## config.mk

```make
export PLATFORM = sky130hd
export DESIGN_NAME = fa_lut_serial_ctrl
export DESIGN_NICKNAME = d
export VERILOG_FILES = /design/src/rtl/fa_lut_serial_ctrl.sv
export SDC_FILE = /design/constraint.sdc
export NUM_CORES = 1
export LEC_CHECK = 0
export CORE_MARGIN = 3
export CORE_UTILIZATION = 35
export DETAILED_ROUTE_END_ITERATION = 8
export GPL_TIMING_DRIVEN = 0
export PLACE_DENSITY = 0.73
export SETUP_SLACK_MARGIN = 0.15
export SLEW_MARGIN = 15
export SYNTH_ARGS = -nofsm -noshare
export SYNTH_HDL_FRONTEND = slang
export SYNTH_SLANG_ARGS = --single-unit
```

## constraint.sdc

```tcl
create_clock -name clk -period 1.95 [get_ports clk]
set_input_delay 0.39 -clock clk [delete_from_list [all_inputs] [get_ports clk]]
set_output_delay 0.39 -clock clk [all_outputs]
set_load 0.02 [all_outputs]
```

## src/rtl/fa_lut_serial_ctrl.sv

```systemverilog
// fa_lut_serial_ctrl: bit-serial adder controller around a lookup-table full adder.
//
// The controller adds two WIDTH-bit operands LSB first, one bit position per clock.
// Each step reads the 8-entry {carry_out, sum} truth table at {a_bit, b_bit, carry}.
// It uses a start/done handshake: start is taken only in IDLE, and done is a one-cycle pulse.
//
// Build option FA_LUT_PROG_EN:
//   Defined:   the table is a register array that resets to the standard full adder.
//              It can be rewritten through cfg_we/cfg_addr/cfg_data, but only while idle.
//   Undefined: the table is constant logic and the cfg_* inputs are ignored.
module fa_lut_serial_ctrl #(
  parameter int WIDTH = 8
) (
  input  logic             clk,
  input  logic             rst,
  input  logic             start,
  input  logic [WIDTH-1:0] a,
  input  logic [WIDTH-1:0] b,
  input  logic             cin,
  input  logic             cfg_we,
  input  logic [2:0]       cfg_addr,
  input  logic [1:0]       cfg_data,
  output logic             busy,
  output logic             done,
  output logic [WIDTH-1:0] sum,
  output logic             cout
);

  localparam int IW = (WIDTH > 2) ? $clog2(WIDTH) : 1;

  localparam logic [1:0] S_IDLE = 2'd0;
  localparam logic [1:0] S_RUN  = 2'd1;
  localparam logic [1:0] S_DONE = 2'd2;

  // Entry i sits at bits [2i+1:2i] as {carry_out, sum}; this is the standard full adder.
  localparam logic [15:0] DEFAULT_TABLE = 16'hE994;

  logic [1:0]       r_state;
  logic [WIDTH-1:0] r_a;
  logic [WIDTH-1:0] r_b;
  logic             r_carry;
  logic [IW-1:0]    r_idx;
  logic [WIDTH-1:0] r_sum;
  logic             r_cout;

  logic [1:0]       w_table [0:7];
  logic [2:0]       w_addr;
  logic [1:0]       w_entry;
  logic             w_last;
  logic             w_accept;

  assign w_accept = (r_state == S_IDLE) && start;
  assign w_last   = (r_idx == IW'(WIDTH - 1));
  assign w_addr   = {r_a[r_idx], r_b[r_idx], r_carry};
  assign w_entry  = w_table[w_addr];

  genvar gi;
  generate
    for (gi = 0; gi < 8; gi++) begin : g_table
`ifdef FA_LUT_PROG_EN
      logic [1:0] r_entry;
      // Table entry: reset to the full adder; rewritten only while idle.
      always_ff @(posedge clk or posedge rst) begin
        if (rst) begin
          r_entry <= DEFAULT_TABLE[2*gi +: 2];
        end else if ((r_state == S_IDLE) && cfg_we && (cfg_addr == 3'(gi))) begin
          r_entry <= cfg_data;
        end
      end
      assign w_table[gi] = r_entry;
`else
      assign w_table[gi] = DEFAULT_TABLE[2*gi +: 2];
`endif
    end
  endgenerate

`ifndef FA_LUT_PROG_EN
  // The cfg port exists in both builds but has no effect in this one.
  logic w_cfg_unused;
  assign w_cfg_unused = ^{cfg_we, cfg_addr, cfg_data};
`endif

  // Sequencer: capture the operands, step one bit per clock, then hold the result.
  always_ff @(posedge clk or posedge rst) begin
    if (rst) begin
      r_state <= S_IDLE;
      r_a     <= '0;
      r_b     <= '0;
      r_carry <= 1'b0;
      r_idx   <= '0;
      r_sum   <= '0;
      r_cout  <= 1'b0;
    end else begin
      case (r_state)
        S_IDLE: begin
          if (start) begin
            r_a     <= a;
            r_b     <= b;
            r_carry <= cin;
            r_idx   <= '0;
            r_sum   <= '0;
            r_cout  <= 1'b0;
            r_state <= S_RUN;
          end
        end
        S_RUN: begin
          r_sum[r_idx] <= w_entry[0];
          r_carry      <= w_entry[1];
          r_idx        <= r_idx + IW'(1);
          if (w_last) begin
            // The final carry is published as cout on the same edge that enters DONE.
            r_cout  <= w_entry[1];
            r_state <= S_DONE;
          end
        end
        S_DONE: begin
          r_state <= S_IDLE;
        end
        default: begin
          r_state <= S_IDLE;
        end
      endcase
    end
  end

  assign busy = (r_state != S_IDLE);
  assign done = (r_state == S_DONE);
  assign sum  = r_sum;
  assign cout = r_cout;

  // w_accept is kept for readability when debugging start acceptance.
  logic w_accept_unused;
  assign w_accept_unused = w_accept;

endmodule

```

-- After elaboration in Yosys (flattened, before gate mapping)
Memories as Yosys holds them, arrays and structs flattened.
Index checks and enable logic that the tools add are counted.
- memories: 1
- bits in read-only memories: 16
- logic and storage cells: 47
- flip-flop bits (word level): 31
- bits of input ports: 26
- order comparisons: 3
- reduce and logical (&&, ||, !) cells: 8
- $add $sub $neg: 1
- bitwise logic cells: 1
- eq/ne operators: 5
- muxes and demuxes: 21
- memories (memory ; depth ; width ; read ports ; clocked after Yosys merged registers in ; wr ports ; line ; RTL):
    (name not given) ; 8 ; 2 ; 1 ; 0 ; 0 ; 55 ; assign w_entry = w_table[w_addr];
- operators with widths (kind ; count):
    $pmux 8 s2 ; 1
    $bwmux 8 ; 1
    $mux 2 ; 4
    $mux 8 ; 1
    $bmux 1 s3 ; 2
    $mux 1 ; 6
    $pmux 3 s2 ; 1
    $reduce_and 2->1 ; 3
    $ge 4x4->1 const B ; 1
    $lt 3x4->1 const B ; 1
    $ne 2x2->1 const B ; 2
    $not 3->4 ; 1
    $pmux 1 s2 ; 2
    $pmux 2 s2 ; 1
    $reduce_bool 2->1 ; 2
    $add 3x1->3 const B ; 1
    $demux 1 s3 ; 1
    $eq 3x3->1 const B ; 1
    $ge 3x1->1 const B ; 1
    $mux 3 ; 1
    $reduce_and 3->1 ; 1
    $eq 2x1->1 const B ; 1
    $eq 2x2->1 const B ; 1
    $logic_not 2->1 ; 1
    $logic_and 1x1->1 ; 1

-- Logic depth before layout (Yosys ltp)
- word-level depth: 8
- mapped depth: 7
- gate-level depth less buffers: 6

-- Least setup slack after synthesis
OpenSTA, ideal clock, no wires.
- path type: reg2reg
- from: register r_idx[2]
- to: register r_sum[0], in the netlist sum[0]
- stages on the path, launching flop included: 8
- arrival time: 1915 ps
- slack: -105 ps
- path through: dfrtp_1 > clkbuf_1 > mux4_2 > mux2i_1 > inv_1 > ha_1 > mux2i_2 > o21ai_0
- cells in the longest elaborated chain, start to end: 8
- elaborated cells on any way between the ends: 15
- RTL lines (element ; line ; RTL):
    start, declared ; 42 ; logic [IW-1:0] r_idx;
    start signal, assigned ; 109 ; r_idx <= r_idx + IW'(1);
    $bmux 1 s3 ; 54 ; assign w_addr = {r_a[r_idx], r_b[r_idx], r_carry};
    $mux 1 (not written as such) ; 54 ;
    $not 3->4 (not written as such) ; 55 ;
    $mem_v2 8x2 ; -- ;
    $mux 2 (not written as such) (2 in series) ; 55 ;
    $bwmux 8 * ; 107 ; r_sum[r_idx] <= w_entry[0];
    $pmux 8 s2 * ; 94 ; case (r_state)
    end signal, assigned by index ; 107 ;
    end, declared ; 43 ; logic [WIDTH-1:0] r_sum;
Mark *: on every way between the ends. The rest lies on a longest branch, timed or not. The select of a mux whose other input is x is not followed.
A chain may end at the register's enable or synchronous reset.

-- Worst setup path after layout
- from: register r_idx[1]
- to: register r_sum[6], in the netlist sum[6]
The elaborated chain is that of the path after synthesis.

==> impl_metrics.json <==
{
  "status": "complete, but fails checks",
  "failed_checks": "setup timing",
  "yosysSeqAreaShare_pct": 52.32,
  "drive_gt1_share_pct": 28.48,
  "min_path_type": "reg -> reg",
  "crit_required_ns": 2.10,
  "path_buf_inv": 2,
  "setup_tns_ns": -0.2314,
  "antenna_found_initial": 0,
  "relSlewSlack_pct": 56.63,
  "worstPathMaxFanout": 8,
  "grt_overflow": 0,
  "timing.final.hold_violations": 0,
  "rows": 23,
  "fmax_ghz": 0.5009,
  "dp_hpwl_um": 2151,
  "crit_chain": "mux4_2, mux2i_4, buf_6, ha_4, inv_2, mux2i_4, mux2i_1",
  "synth_top_area_share_pct": 52.32,
  "worstSetupStartpointType": "flip-flop",
  "syn-mean-instance-area_um2": 12.67,
  "yosys_warnings": 0,
  "gp_congestion": 0.7724,
  "clockBufferDepth": 2,
  "dieHeight_um": 71.09,
  "worst_path_most_repeated_cell": "mux2i_4",
  "critPathArrivalTime_ns": 2.14,
  "leakage_nw": 0.8780,
  "cpLargestDelayFamily": "multiplexers",
  "finalPower_mw": 3.856,
  "finalMaxSlewViolations": 0,
  "synth_nets": 147,
  "diodes": 0,
  "nets": 187,
  "groute.usage.overall_pct": 13.04,
  "htreeDepth": 2,
  "maxCapViolations": 0,
  "syn_inst": 117,
  "hold_buffers": 0,
  "numPortBuffers": 30,
  "clk_latency_ns": 0.28,
  "vias": 1034,
  "post_drt_via_cell_ratio": 4.971,
  "grt_pass1_wl_um": 5099,
  "dr.pass1.iters": 4,
  "ys.flop_type": "dfrtp_1",
  "cts-root-buf": "clkbuf_8",
  "crit_path_top_delay_cell": "mux4_2",
  "slowest_delay_ns": 0.56,
  "chipWidth_um": 71.09,
  "end_kind": "flip-flop",
  "clock_sinks": 31,
  "synth_area_mm2": 0.001483,
  "cts_buffers": 5,
  "setup_viol": 8,
  "detail-route-antenna-nets": 0,
  "fin_ws_ns": -0.04643,
  "yosysMostFrequentCell": "dfrtp_1",
  "rsz0062_at_grt": "true",
  "wl_um": 3046,
  "start_util_pct": 36.54,
  "wl_per_cell_um": 14.64,
  "clk_pin_slew_ns": 0.06,
  "min_period_over_period_pct": 102.4,
  "fin_skew_ns": 0.006066,
  "cts_tree": "yes",
  "yosys.area.top_type": "dfrtp_1",
  "p_per_area_mw_per_mm2": 1898,
  "dpl-instance-area_mm2": 0.001869,
  "grt_start_max_net_pins": 32,
  "synth.distinct_cells": 22,
  "ios": 37,
  "drt_iter0_drc": 27,
  "vdd_ir_drop_max_mv": 0.9871,
  "core_area_mm2": 0.004058,
  "synth_edf_count": 0,
  "worst_slew_pin_slew_ns": 0.6496,
  "die_area_mm2": 0.005053,
  "ys_seq_elements": 31,
  "areaGrowthSynthToFinish_pct": 37.05,
  "synth_area_leaders": "dfrtp_1, mux2_2, mux2i_1",
  "drc": 0,
  "async_reset_ff_share_pct": 100.0,
  "synth_commonest_cells": "dfrtp_1, mux2_2, nand2_1",
  "design_area_mm2": 0.002032,
  "post-route-min-period_ns": 1.996,
  "grt_pass1_vias": 1120,
  "critPathKind": "reg -> reg"
}
final cells by class:
type / instances / area, um^2
multi-input combinational: 72 / 705.7
sequential: 31 / 778.2
inverter: 7 / 26.28
buffer: 7 / 31.28
clock buffer: 8 / 100.1
timing repair buffer: 33 / 327.8
fill: 339 / 2026
tap: 50 / 62.56
flip-flops by register name, summed over array words and instances (netlist names):
register / count
r_state: 2
r_b: 8
r_carry: 1
r_idx: 3
sum: 8
r_a: 8
cout: 1
placed cells by master, fill, tap and decap left out, types with 2 or more instances in the layout:
master / n
clkbuf_8: 7
clkdlybuf4s50_1: 28
clkbuf_1: 6
buf_6: 2
mux2i_4: 4
mux2i_1: 7
dfrtp_1: 29
nand3_1: 7
dlygate4sd2_1: 2
nor2_1: 2
o21ai_0: 2
nor3b_1: 2
ha_4: 2
o21ai_1: 3
inv_1: 3
ha_1: 2
nor2b_1: 2
nand3b_1: 2
nand2_1: 12
inv_2: 4
dfrtp_2: 2
mux4_2: 4
mux2_2: 16
metal layers:
metal	routed length, um	GRT usage (%)	share of wire, %	vias to the layer above
met5	0	0	0	-
met4	71	4.802	2.3	0
met3	144	4.261	4.7	8
met2	1565	22.55	51	26
met1	1264	15.04	41	512
li1	-	-	-	488
logic make-up after synthesis:
group	synth area share, %
AOI/OAI and AO/OA	3.376
adders and majority gates	3.376
buffers and inverters	3.545
DFF	52.32
muxes	27.26
and+or+nand+nor	10.13
where the power goes:
group / internal (mW) / total, mW / switching (mW)
Clock: 0.322 / 0.555 / 0.233
Combinational: 1.13 / 2.16 / 1.03
Sequential: 0.949 / 1.14 / 0.192
Total: 2.40 / 3.86 / 1.45
final timing paths:
path                          start  endpoint  slack [ns]  cells past startpoint
min                          r_b[5]    r_b[5]        0.50                      1
min reg2reg                  r_b[5]    r_b[5]        0.50                      1
max                        r_idx[1]    sum[6]       -0.05                      7
max reg2reg                r_idx[1]    sum[6]       -0.05                      7
max in group asynchronous       rst  r_idx[1]        0.97                      2
min in group asynchronous       rst   r_carry        0.52                      2
through the flow:
stage          hold WS (ns)  std cells  util, %  worst slack (ns)
3_3_place_gp         0.4806        197    46.07          -0.05044
4_1_cts              0.5008        207    49.37          -0.03827
2_1_floorplan        0.4704        117        -            0.1331
5_1_grt              0.5210        208    50.08           -0.1453
3_5_place_dp         0.4871        197    46.07           -0.1233
6_report             0.5019        208    50.08          -0.04643
what timing repair did:
item,4_1_cts,5_1_grt
buffers inserted,2,1
endpoints found under the setup margin,12,10
endpoints found under the hold margin,0,0
gates resized for setup,10,10
No activity file was read; power rests on OpenSTA's default activity.
